--- src/rtl/axis_packet_if.sv ---
// ---------------------------------------------------------------------------
// axis_packet_if
//   AXI4-Stream bus bundle used by axis_packet_master.
//
//   Parameters : TDATA_WIDTH, TID_WIDTH, TDEST_WIDTH, TUSER_WIDTH
//   Signals    : tvalid, tready, tdata, tstrb, tkeep, tlast, tid, tdest, tuser
//   Modports   : master - drives everything except tready
//                slave  - drives tready only
// ---------------------------------------------------------------------------
interface axis_packet_if #(
    parameter int TDATA_WIDTH = 512,
    parameter int TID_WIDTH   = 8,
    parameter int TDEST_WIDTH = 8,
    parameter int TUSER_WIDTH = 8
);
    logic                       tvalid;
    logic                       tready;
    logic [TDATA_WIDTH-1:0]     tdata;
    logic [TDATA_WIDTH/8-1:0]   tstrb;
    logic [TDATA_WIDTH/8-1:0]   tkeep;
    logic                       tlast;
    logic [TID_WIDTH-1:0]       tid;
    logic [TDEST_WIDTH-1:0]     tdest;
    logic [TUSER_WIDTH-1:0]     tuser;

    modport master (
        output tvalid, tdata, tstrb, tkeep, tlast, tid, tdest, tuser,
        input  tready
    );

    modport slave (
        input  tvalid, tdata, tstrb, tkeep, tlast, tid, tdest, tuser,
        output tready
    );
endinterface

--- src/rtl/axis_packet_master.sv ---
// ---------------------------------------------------------------------------
// axis_packet_master
//   AXI4-Stream master with a FIFO_DEPTH-entry output FIFO and packet framing.
//   The local producer pushes beats with send/full flow control; the FIFO
//   drains onto m_axis under tvalid/tready. tid/tdest are locked per packet
//   from the first beat, and tkeep/tstrb are normalised (all-ones on non-last
//   beats, keep_in on the last beat with zero meaning all-ones).
//
//   Ports:
//     aclk, areset      clock, synchronous active-high reset
//     data_in..user_in  beat fields from the producer
//     send / full       push request / FIFO full (registered)
//     level             FIFO occupancy
//     done              one-cycle pulse after a tlast beat is accepted
//     pkt_count         completed packets, wraps at 16 bits
//     stall_cnt         cycles with tvalid && !tready (saturating)
//     m_axis            AXI4-Stream master side (axis_packet_if.master)
//
//   Build option:
//     AXIS_PACKET_MASTER_STALL_CNT_EN - when defined, builds the stall
//     counter; otherwise stall_cnt is tied to zero.
// ---------------------------------------------------------------------------
module axis_packet_master #(
    parameter int TDATA_WIDTH = 512,
    parameter int TID_WIDTH   = 8,
    parameter int TDEST_WIDTH = 8,
    parameter int TUSER_WIDTH = 8,
    parameter int FIFO_DEPTH  = 4
) (
    input  logic                          aclk,
    input  logic                          areset,

    input  logic [TDATA_WIDTH-1:0]        data_in,
    input  logic [TDATA_WIDTH/8-1:0]      keep_in,
    input  logic                          last_in,
    input  logic [TID_WIDTH-1:0]          id_in,
    input  logic [TDEST_WIDTH-1:0]        dest_in,
    input  logic [TUSER_WIDTH-1:0]        user_in,
    input  logic                          send,
    output logic                          full,
    output logic [$clog2(FIFO_DEPTH):0]   level,

    output logic                          done,
    output logic [15:0]                   pkt_count,
    output logic [15:0]                   stall_cnt,

    axis_packet_if.master                 m_axis
);

    localparam int KEEP_W = TDATA_WIDTH / 8;
    localparam int PTR_W  = $clog2(FIFO_DEPTH);
    localparam int LVL_W  = PTR_W + 1;

    typedef struct packed {
        logic [TDATA_WIDTH-1:0] data;
        logic [KEEP_W-1:0]      keep;
        logic                   last;
        logic [TID_WIDTH-1:0]   id;
        logic [TDEST_WIDTH-1:0] dest;
        logic [TUSER_WIDTH-1:0] user;
    } entry_t;

    typedef enum logic {
        S_IDLE,
        S_IN_PKT
    } state_e;

    entry_t mem [FIFO_DEPTH];

    state_e                 state_q,     state_d;
    logic [TID_WIDTH-1:0]   pkt_id_q,    pkt_id_d;
    logic [TDEST_WIDTH-1:0] pkt_dest_q,  pkt_dest_d;
    logic [PTR_W-1:0]       wr_ptr_q,    wr_ptr_d;
    logic [PTR_W-1:0]       rd_ptr_q,    rd_ptr_d;
    logic [LVL_W-1:0]       level_q,     level_d;
    logic                   full_q,      full_d;
    logic                   done_q,      done_d;
    logic [15:0]            pkt_count_q, pkt_count_d;

    logic   push;
    logic   pop;
    logic   head_valid;
    entry_t head;
    entry_t wr_entry;

    assign head       = mem[rd_ptr_q];
    // tvalid comes only from registered occupancy, so send never reaches it
    // combinationally and the head stays put until it is popped.
    assign head_valid = (level_q != '0);

    always_comb begin
        // NOTE: every signal gets a default first so no path leaves it
        // unassigned; otherwise synthesis infers a latch.
        state_d     = state_q;
        pkt_id_d    = pkt_id_q;
        pkt_dest_d  = pkt_dest_q;
        wr_ptr_d    = wr_ptr_q;
        rd_ptr_d    = rd_ptr_q;

        // full_q is the registered flag: a pop in the same cycle does not
        // free a slot for a push until the next cycle.
        push = send && !full_q;
        pop  = head_valid && m_axis.tready;

        // First beat of a packet carries id_in/dest_in; later beats reuse
        // the values latched from that first beat.
        wr_entry.data = data_in;
        wr_entry.user = user_in;
        wr_entry.last = last_in;
        wr_entry.id   = (state_q == S_IDLE) ? id_in   : pkt_id_q;
        wr_entry.dest = (state_q == S_IDLE) ? dest_in : pkt_dest_q;
        if (!last_in || keep_in == '0) begin
            wr_entry.keep = '1;
        end else begin
            wr_entry.keep = keep_in;
        end

        if (push) begin
            wr_ptr_d = wr_ptr_q + 1'b1;
            if (state_q == S_IDLE) begin
                pkt_id_d   = id_in;
                pkt_dest_d = dest_in;
            end
            state_d = last_in ? S_IDLE : S_IN_PKT;
        end

        if (pop) begin
            rd_ptr_d = rd_ptr_q + 1'b1;
        end

        level_d     = level_q + LVL_W'(push) - LVL_W'(pop);
        full_d      = (level_d == LVL_W'(FIFO_DEPTH));
        done_d      = pop && head.last;
        pkt_count_d = pkt_count_q + 16'(done_d);
    end

    always_ff @(posedge aclk) begin
        // NOTE: sequential state uses non-blocking assignments so every flop
        // samples the pre-edge values regardless of statement order.
        if (areset) begin
            state_q     <= S_IDLE;
            pkt_id_q    <= '0;
            pkt_dest_q  <= '0;
            wr_ptr_q    <= '0;
            rd_ptr_q    <= '0;
            level_q     <= '0;
            full_q      <= 1'b0;
            done_q      <= 1'b0;
            pkt_count_q <= '0;
        end else begin
            state_q     <= state_d;
            pkt_id_q    <= pkt_id_d;
            pkt_dest_q  <= pkt_dest_d;
            wr_ptr_q    <= wr_ptr_d;
            rd_ptr_q    <= rd_ptr_d;
            level_q     <= level_d;
            full_q      <= full_d;
            done_q      <= done_d;
            pkt_count_q <= pkt_count_d;
        end
    end

    // NOTE: the storage array has no reset; stale contents are never visible
    // because the output fields are forced to zero whenever the FIFO is empty.
    always_ff @(posedge aclk) begin
        if (push) begin
            mem[wr_ptr_q] <= wr_entry;
        end
    end

`ifdef AXIS_PACKET_MASTER_STALL_CNT_EN
    logic [15:0] stall_cnt_q, stall_cnt_d;

    always_comb begin
        stall_cnt_d = stall_cnt_q;
        if (head_valid && !m_axis.tready && stall_cnt_q != 16'hFFFF) begin
            stall_cnt_d = stall_cnt_q + 16'd1;
        end
    end

    always_ff @(posedge aclk) begin
        if (areset) begin
            stall_cnt_q <= '0;
        end else begin
            stall_cnt_q <= stall_cnt_d;
        end
    end

    assign stall_cnt = stall_cnt_q;
`else
    assign stall_cnt = '0;
`endif

    assign full      = full_q;
    assign level     = level_q;
    assign done      = done_q;
    assign pkt_count = pkt_count_q;

    assign m_axis.tvalid = head_valid;
    assign m_axis.tdata  = head_valid ? head.data : '0;
    assign m_axis.tkeep  = head_valid ? head.keep : '0;
    assign m_axis.tstrb  = head_valid ? head.keep : '0;
    assign m_axis.tlast  = head_valid && head.last;
    assign m_axis.tid    = head_valid ? head.id   : '0;
    assign m_axis.tdest  = head_valid ? head.dest : '0;
    assign m_axis.tuser  = head_valid ? head.user : '0;

endmodule
--- src/flat_wrapper.sv ---
// flat-port wrapper written by rule: the top's interface ports become plain ports
module axis_packet_master_flat 
#(
    parameter int TDATA_WIDTH = 512,
    parameter int TID_WIDTH   = 8,
    parameter int TDEST_WIDTH = 8,
    parameter int TUSER_WIDTH = 8,
    parameter int FIFO_DEPTH  = 4
)
  (aclk, areset, data_in, keep_in, last_in, id_in, dest_in, user_in, send, full, level, done, pkt_count, stall_cnt, m_axis_tvalid, m_axis_tdata, m_axis_tstrb, m_axis_tkeep, m_axis_tlast, m_axis_tid, m_axis_tdest, m_axis_tuser, m_axis_tready);
  axis_packet_if #(.TDATA_WIDTH(TDATA_WIDTH), .TID_WIDTH(TID_WIDTH), .TDEST_WIDTH(TDEST_WIDTH), .TUSER_WIDTH(TUSER_WIDTH)) m_axis_i ();
  input  logic aclk;
  input  logic areset;
  input  logic [TDATA_WIDTH-1:0] data_in;
  input  logic [TDATA_WIDTH/8-1:0] keep_in;
  input  logic last_in;
  input  logic [TID_WIDTH-1:0] id_in;
  input  logic [TDEST_WIDTH-1:0] dest_in;
  input  logic [TUSER_WIDTH-1:0] user_in;
  input  logic send;
  output logic full;
  output logic [$clog2(FIFO_DEPTH):0] level;
  output logic done;
  output logic [15:0] pkt_count;
  output logic [15:0] stall_cnt;
  output wire logic [$bits(m_axis_i.tvalid)-1:0] m_axis_tvalid;
  output wire logic [$bits(m_axis_i.tdata)-1:0] m_axis_tdata;
  output wire logic [$bits(m_axis_i.tstrb)-1:0] m_axis_tstrb;
  output wire logic [$bits(m_axis_i.tkeep)-1:0] m_axis_tkeep;
  output wire logic [$bits(m_axis_i.tlast)-1:0] m_axis_tlast;
  output wire logic [$bits(m_axis_i.tid)-1:0] m_axis_tid;
  output wire logic [$bits(m_axis_i.tdest)-1:0] m_axis_tdest;
  output wire logic [$bits(m_axis_i.tuser)-1:0] m_axis_tuser;
  input wire logic [$bits(m_axis_i.tready)-1:0] m_axis_tready;
  assign m_axis_tvalid = m_axis_i.tvalid;
  assign m_axis_tdata = m_axis_i.tdata;
  assign m_axis_tstrb = m_axis_i.tstrb;
  assign m_axis_tkeep = m_axis_i.tkeep;
  assign m_axis_tlast = m_axis_i.tlast;
  assign m_axis_tid = m_axis_i.tid;
  assign m_axis_tdest = m_axis_i.tdest;
  assign m_axis_tuser = m_axis_i.tuser;
  assign m_axis_i.tready = m_axis_tready;
  axis_packet_master #(.TDATA_WIDTH(TDATA_WIDTH), .TID_WIDTH(TID_WIDTH), .TDEST_WIDTH(TDEST_WIDTH), .TUSER_WIDTH(TUSER_WIDTH), .FIFO_DEPTH(FIFO_DEPTH)) u_core (.aclk(aclk), .areset(areset), .data_in(data_in), .keep_in(keep_in), .last_in(last_in), .id_in(id_in), .dest_in(dest_in), .user_in(user_in), .send(send), .full(full), .level(level), .done(done), .pkt_count(pkt_count), .stall_cnt(stall_cnt), .m_axis(m_axis_i));
endmodule
--- config.mk ---
export PLATFORM = sky130hd
export DESIGN_NAME = axis_packet_master_flat
export DESIGN_NICKNAME = d
export VERILOG_FILES = /design/src/rtl/axis_packet_if.sv /design/src/rtl/axis_packet_master.sv /design/src/flat_wrapper.sv
export SDC_FILE = /design/constraint.sdc
export NUM_CORES = 2
export LEC_CHECK = 0
export CAP_MARGIN = 20
export CORE_AREA = 4 4 513 515
export DETAILED_ROUTE_END_ITERATION = 6
export DIE_AREA = 0 0 517 519
export PLACE_DENSITY = 0.65
export SLEW_MARGIN = 10
export SYNTH_ARGS = -nofsm -noshare
export SYNTH_HDL_FRONTEND = slang
export SYNTH_SLANG_ARGS = --single-unit
--- constraint.sdc ---
create_clock -name aclk -period 23.1 [get_ports aclk]
set_input_delay 4.62 -clock aclk [delete_from_list [all_inputs] [get_ports aclk]]
set_output_delay 4.62 -clock aclk [all_outputs]
set_load 0.05 [all_outputs]
# [Word level (Yosys, flattened, before mapping)]
# Memory sizes are Yosys's and may differ from the RTL's. A register that Yosys moved wholly into a read port is not among the register bits.
# Index checks and enable logic that the tools add are counted.
[totals] reg_bits=42 mem_bits_rw=2404 inputBits=605 out_inout_bits=703 word_cells=38 memories=1
[op_classes] addsub=5 eq_ne=1 n_mux=13 reduce_logical=9
[mem_list] name="u_core.mem" words=4 width=601 rd=1 rd_clocked_by_memory_dff=1 write_ports=1 line_no="axis_packet_master.sv:68" rtl="entry_t mem [FIFO_DEPTH];"
[ops] op="2-to-1 mux 512 bit" count=1
[ops] op="2-to-1 mux 64 bit" count=2
[ops] op="zero test 64 bit" count=1
[ops] op="2-to-1 mux 8 bit" count=5
[ops] op="adder 16 x 1 -> 16 bit" count=1
[ops] op="adder 2 x 1 -> 2 bit, second input constant" count=2
[ops] op="logical AND 1 bit" count=4
[ops] op="2-to-1 mux 2 bit" count=2
[ops] op="adder 3 x 1 -> 3 bit" count=1
[ops] op="equality test 3 bit, second input constant" count=1
[ops] op="2-to-1 mux 1 bit" count=3
[ops] op="nonzero test 3 bit" count=1
[ops] op="subtractor 3 x 1 -> 3 bit" count=1
[ops] op="zero test 1 bit" count=2
[ops] op="logical OR 1 bit" count=1

# [Longest topological paths before layout]
[logic_depth] depth_word=5 mapped_depth=10 depth_no_buf=9

# [Worst setup path before layout]
# No wires, ideal clock.
[synth_path] path_type="in2reg" startpoint="input port send" endpoint="memory u_core.mem[1][0] (netlist name) (enable)" setup_ps=1046 t_arrival_ps=18962 t_required_ps=22054 slack_ps=3093 path_stages=4 path_buffers=2 cell_sequence="nor2b_1 -> clkbuf_1 -> clkbuf_1 -> and2_1"
[synth_via] elab_chain_cells=3
[synth_lines] element="start: declaration" line_no="flat_wrapper.sv:20" rtl="input logic send;"
[synth_lines] element="logical AND 1 bit" line_no="axis_packet_master.sv:102" rtl="push = send && !full_q;"
[synth_lines] element="via u_core.push" line_no="axis_packet_master.sv:80" rtl="logic push;"
[synth_lines] element="2-to-1 mux 1 bit" line_no="axis_packet_master.sv:166" rtl="if (push) begin"
[synth_lines] element="2-to-1 mux 1 bit (implied by the code)" line_no="axis_packet_master.sv:167" rtl="mem[wr_ptr_q] <= wr_entry;"
[synth_lines] element="end: declaration" line_no="axis_packet_master.sv:68"
# The timed path passes the listed nets, and every way through them passes these cells.

==> results.tsv <==
stage	metric	value	unit
worst_hold_path	worst hold path type	flip-flop to flip-flop	
detailed_routing	routed wire length	264	mm
detailed_routing	DRT antenna net count	0	
detailed_routing	DR DRC count	0	
power	Max VDD drop	0.000117	V
clock_tree	cts bufs inserted	276	
critical_path	element type at the critical path start	flip-flop	
die	Starting Density	36.1	%
power	Power Density	140	nW/um2
die	row cnt	187	
logic_synthesis	yosys warns	0	
detailed_routing	Via Count	46880	
global_routing	first-pass GRT wire length	369	mm
clock_tree	CTS Root Cell	clkbuf_16	
logic_synthesis	area share of the largest cell type after synthesis	77.2	%
die	die area	268000	um2
timing	setup tns final	0	ns
critical_path	WP data required	18.48	ns
die	core box area	259000	um2
critical_path	largest fanout on the critical path	148	
timing	Final Slew Violations	0	
clock_tree	Worst-Skew Late Latency	0.93	ns
critical_path	Crit. End Element	primary output	
logic_synthesis	Mapped Area	93500	um2
logic_synthesis	#FFs+latches synth	2448	
critical_path	crit-path cells	buf_12 > buf_4 > buf_4 > buf_4 > mux4_2 > and2_1 > clkdlybuf4s50_1	
critical_path	WP data arrival	6.51	ns
timing	Setup Viol. Count Final	0	
clock_tree	Sink Count	2448	
timing	Tcrit/Tclk final	48.2	%
clock_tree	postcts setup bufs	0	
logic_synthesis	post-synth top area cell	edfxtp_1	
critical_path	Slowest-stage cell, CP	clkdlybuf4s50_1	
placement	placer congestion estimate	0.815	
logic_synthesis	Mapped Cells	4180	
logic_synthesis	Avg Synthesized Cell Area	22.4	um2
finish	area grow syn2layout	26.7	%
finish	Fill cells	21495	
die	width of the die	517	um
global_routing	vias in the first global route	48644	
placement	PortBufs	1291	
run_status	outcome	finished, final reports clean	
finish	design area	118000	um2
critical_path	Crit path largest cell delay	0.86	ns
placement	Placed Cells	8652	
global_routing	Remaining Overflow, GRT	0	
timing	post-layout min period	11.13	ns
detailed_routing	routed len/inst	28.8	um
critical_path	Critical Setup Path Class	flip-flop to primary output	
finish	layout cells sized above 1	19.3	%
detailed_routing	starting DRC count in detailed routing	4266	
critical_path	most used cell, CP	buf_4	
detailed_routing	drt via density	5.12	
timing	Final Hold Violating Endpoints	0	
timing	setup ws final	11.97	ns
clock_tree	Worst-path clk slew	0.06	ns
placement	pre-CTS setup slack	12.77	ns
critical_path	Top delay family on crit path	buffers and inverters	
global_routing	largest net degree at the start of global routing	161	
power	Lkg Pwr	37.1	nW
clock_tree	Post-CTS Hold Buffers	0	
global_routing	antenna violations before repair	114	
finish	commonest non-fill, non-tap cell in the layout	edfxtp_1	
logic_synthesis	register area share after synthesis	78.2	%
detailed_routing	Pre-antenna DRT Iters	6	
die	IO Pins	1308	
timing	worst clock skew	0.0853	ns
finish	Finished Layout Cells	9156	
timing	Max transition margin	21.9	%
critical_path	r2r setup slk	17.68	ns
clock_tree	CTS tree	built	
global_routing	Total GRT Usage	19.2	%
logic_synthesis	Synth area leaders	edfxtp_1 77%, mux4_2 14%, and2_1 4.1%, dfxtp_1 0.94%, buf_4 0.64%	
finish	most frequent cells in the layout	2404 x edfxtp_1, 1290 x clkdlybuf4s50_1, 602 x and2_1	
clock_tree	Bufs on Longest Clock Path	4	
placement	hpwl dp	177	mm
critical_path	WP buf/inv	5	
die	Die Y	519	um
clock_tree	Resized Gates After CTS	0	
clock_tree	H-Tree Depth	5	
placement	placed cell areas	110000	um2
timing	fmax	0.0899	GHz
logic_synthesis	distinct cell type count after synthesis	35	
flow_run	Max-Cap Viols	0	
finish	layout net count	6144	
timing	Slew @ Worst Pin	1.17	ns
timing	RSZ-0062 raised after global routing	no	
power by group:
group	internal (W)	leakage [nW]	switching [W]
Combinational	0.00228	10.7	0.00449
Sequential	0.00557	22.3	0.000144
Clock	0.00240	4.09	0.00170
layer usage:
metal	wire, um	track usage, %	up-vias	share of wire (%)
met5	387	0	-	0.15
li1	-	-	19684	-
met2	130000	31.3	2053	49
met4	7910	6.47	62	3.0
met1	99400	23.6	24598	38
met3	26200	6.99	483	9.9
cell families (layout without fill, tap and decap cells):
group / after synthesis / count (layout) / synth area share, %
compound gates: 7 / 7 / 0.0669
mux: 633 / 633 / 14.8
simple gates: 761 / 761 / 4.98
xor+xnor: 17 / 17 / 0.159
buf+inv: 303 / 1829 / 1.63
fa+ha+maj: 10 / 10 / 0.142
other cells: 1 / 49 / 0.00401
flops: 2448 / 2448 / 78.2
flip-flops by register name, indices dropped and copies added (netlist names), named ones only:
signal and flops:
u_core.pkt_count 16, u_core.full 1, u_core.pkt_id_q 8, u_core.wr_ptr_q 2, u_core.mem 2404, u_core.rd_ptr_q 2
u_core.done 1, u_core.level 3, u_core.state_q 1, u_core.pkt_dest_q 8
worst register-to-register path, stage by stage, from the launching register on:
cell and delay [ns]:
dfxtp_1 0.46, nor2b_4 0.16, buf_4 0.41, and2_4 0.62
buf_4 0.85, buf_4 0.79, buf_4 0.76, buf_4 0.93
cell type report:
| class | count | area, um2 | share of cell area, % |
|---|---|---|---|
| clock inverter | 149 | 1250 | 1.06 |
| sequential | 2448 | 73100 | 61.7 |
| multi-input combinational | 1444 | 19000 | 16.0 |
| tap | 3402 | 4260 | 3.59 |
| antenna | 33 | 82.6 | 0.0697 |
| clock buffer | 321 | 7140 | 6.03 |
| inverter | 6 | 22.5 | 0.0190 |
| timing repair buffer | 1353 | 13600 | 11.5 |
metrics by stage:
| stage | hold slack, ns | total power, W | utilization, % |
|---|---|---|---|
| 2_1_floorplan | 0.454 | 0.0106 | - |
| 3_3_place_gp | 0.467 | 0.0126 | 42.5 |
| 3_5_place_dp | 0.476 | 0.0127 | 42.5 |
| 4_1_cts | 0.493 | 0.0168 | 45.7 |
| 5_1_grt | 0.508 | 0.0172 | 45.7 |
| 6_report | 0.487 | 0.0166 | 45.8 |
path summary, 6_finish.rpt:
path	cells after the start	endpoint	startpoint
max	7	m_axis_tdata[261]	flip-flop
min	2	u_core.pkt_id_q[5]	u_core.pkt_id_q[5]
max reg2reg	7	u_core.mem[0][536]	u_core.full
min reg2reg	2	u_core.pkt_id_q[5]	u_core.pkt_id_q[5]
cell usage after synthesis:
| cell | count |
|---|---|
| and4_1 | 3 |
| and2_1 | 606 |
| inv_1 | 6 |
| mux2i_1 | 16 |
| and3_1 | 2 |
| o21ai_0 | 1 |
| or2_1 | 6 |
| nand2_1 | 5 |
| nor3_1 | 2 |
| or3_1 | 3 |
| buf_1 | 22 |
| a21oi_1 | 3 |
| nor2_1 | 36 |
| fa_1 | 1 |
| o41ai_4 | 1 |
| conb_1 | 1 |
| mux4_2 | 601 |
| nor4_1 | 19 |
| xnor2_1 | 9 |
| dfxtp_1 | 44 |
| buf_4 | 80 |
| xor2_1 | 8 |
| nand3_1 | 6 |
| o31ai_1 | 1 |
| clkbuf_2 | 6 |
| edfxtp_1 | 2404 |
| mux2_2 | 16 |
| ha_1 | 9 |
| buf_2 | 64 |
| nand4_1 | 8 |
| or2_2 | 58 |
| or4_1 | 1 |
| clkbuf_1 | 125 |
| a211oi_1 | 1 |
| nor2b_1 | 6 |
Power figures use the tool's default switching activity.
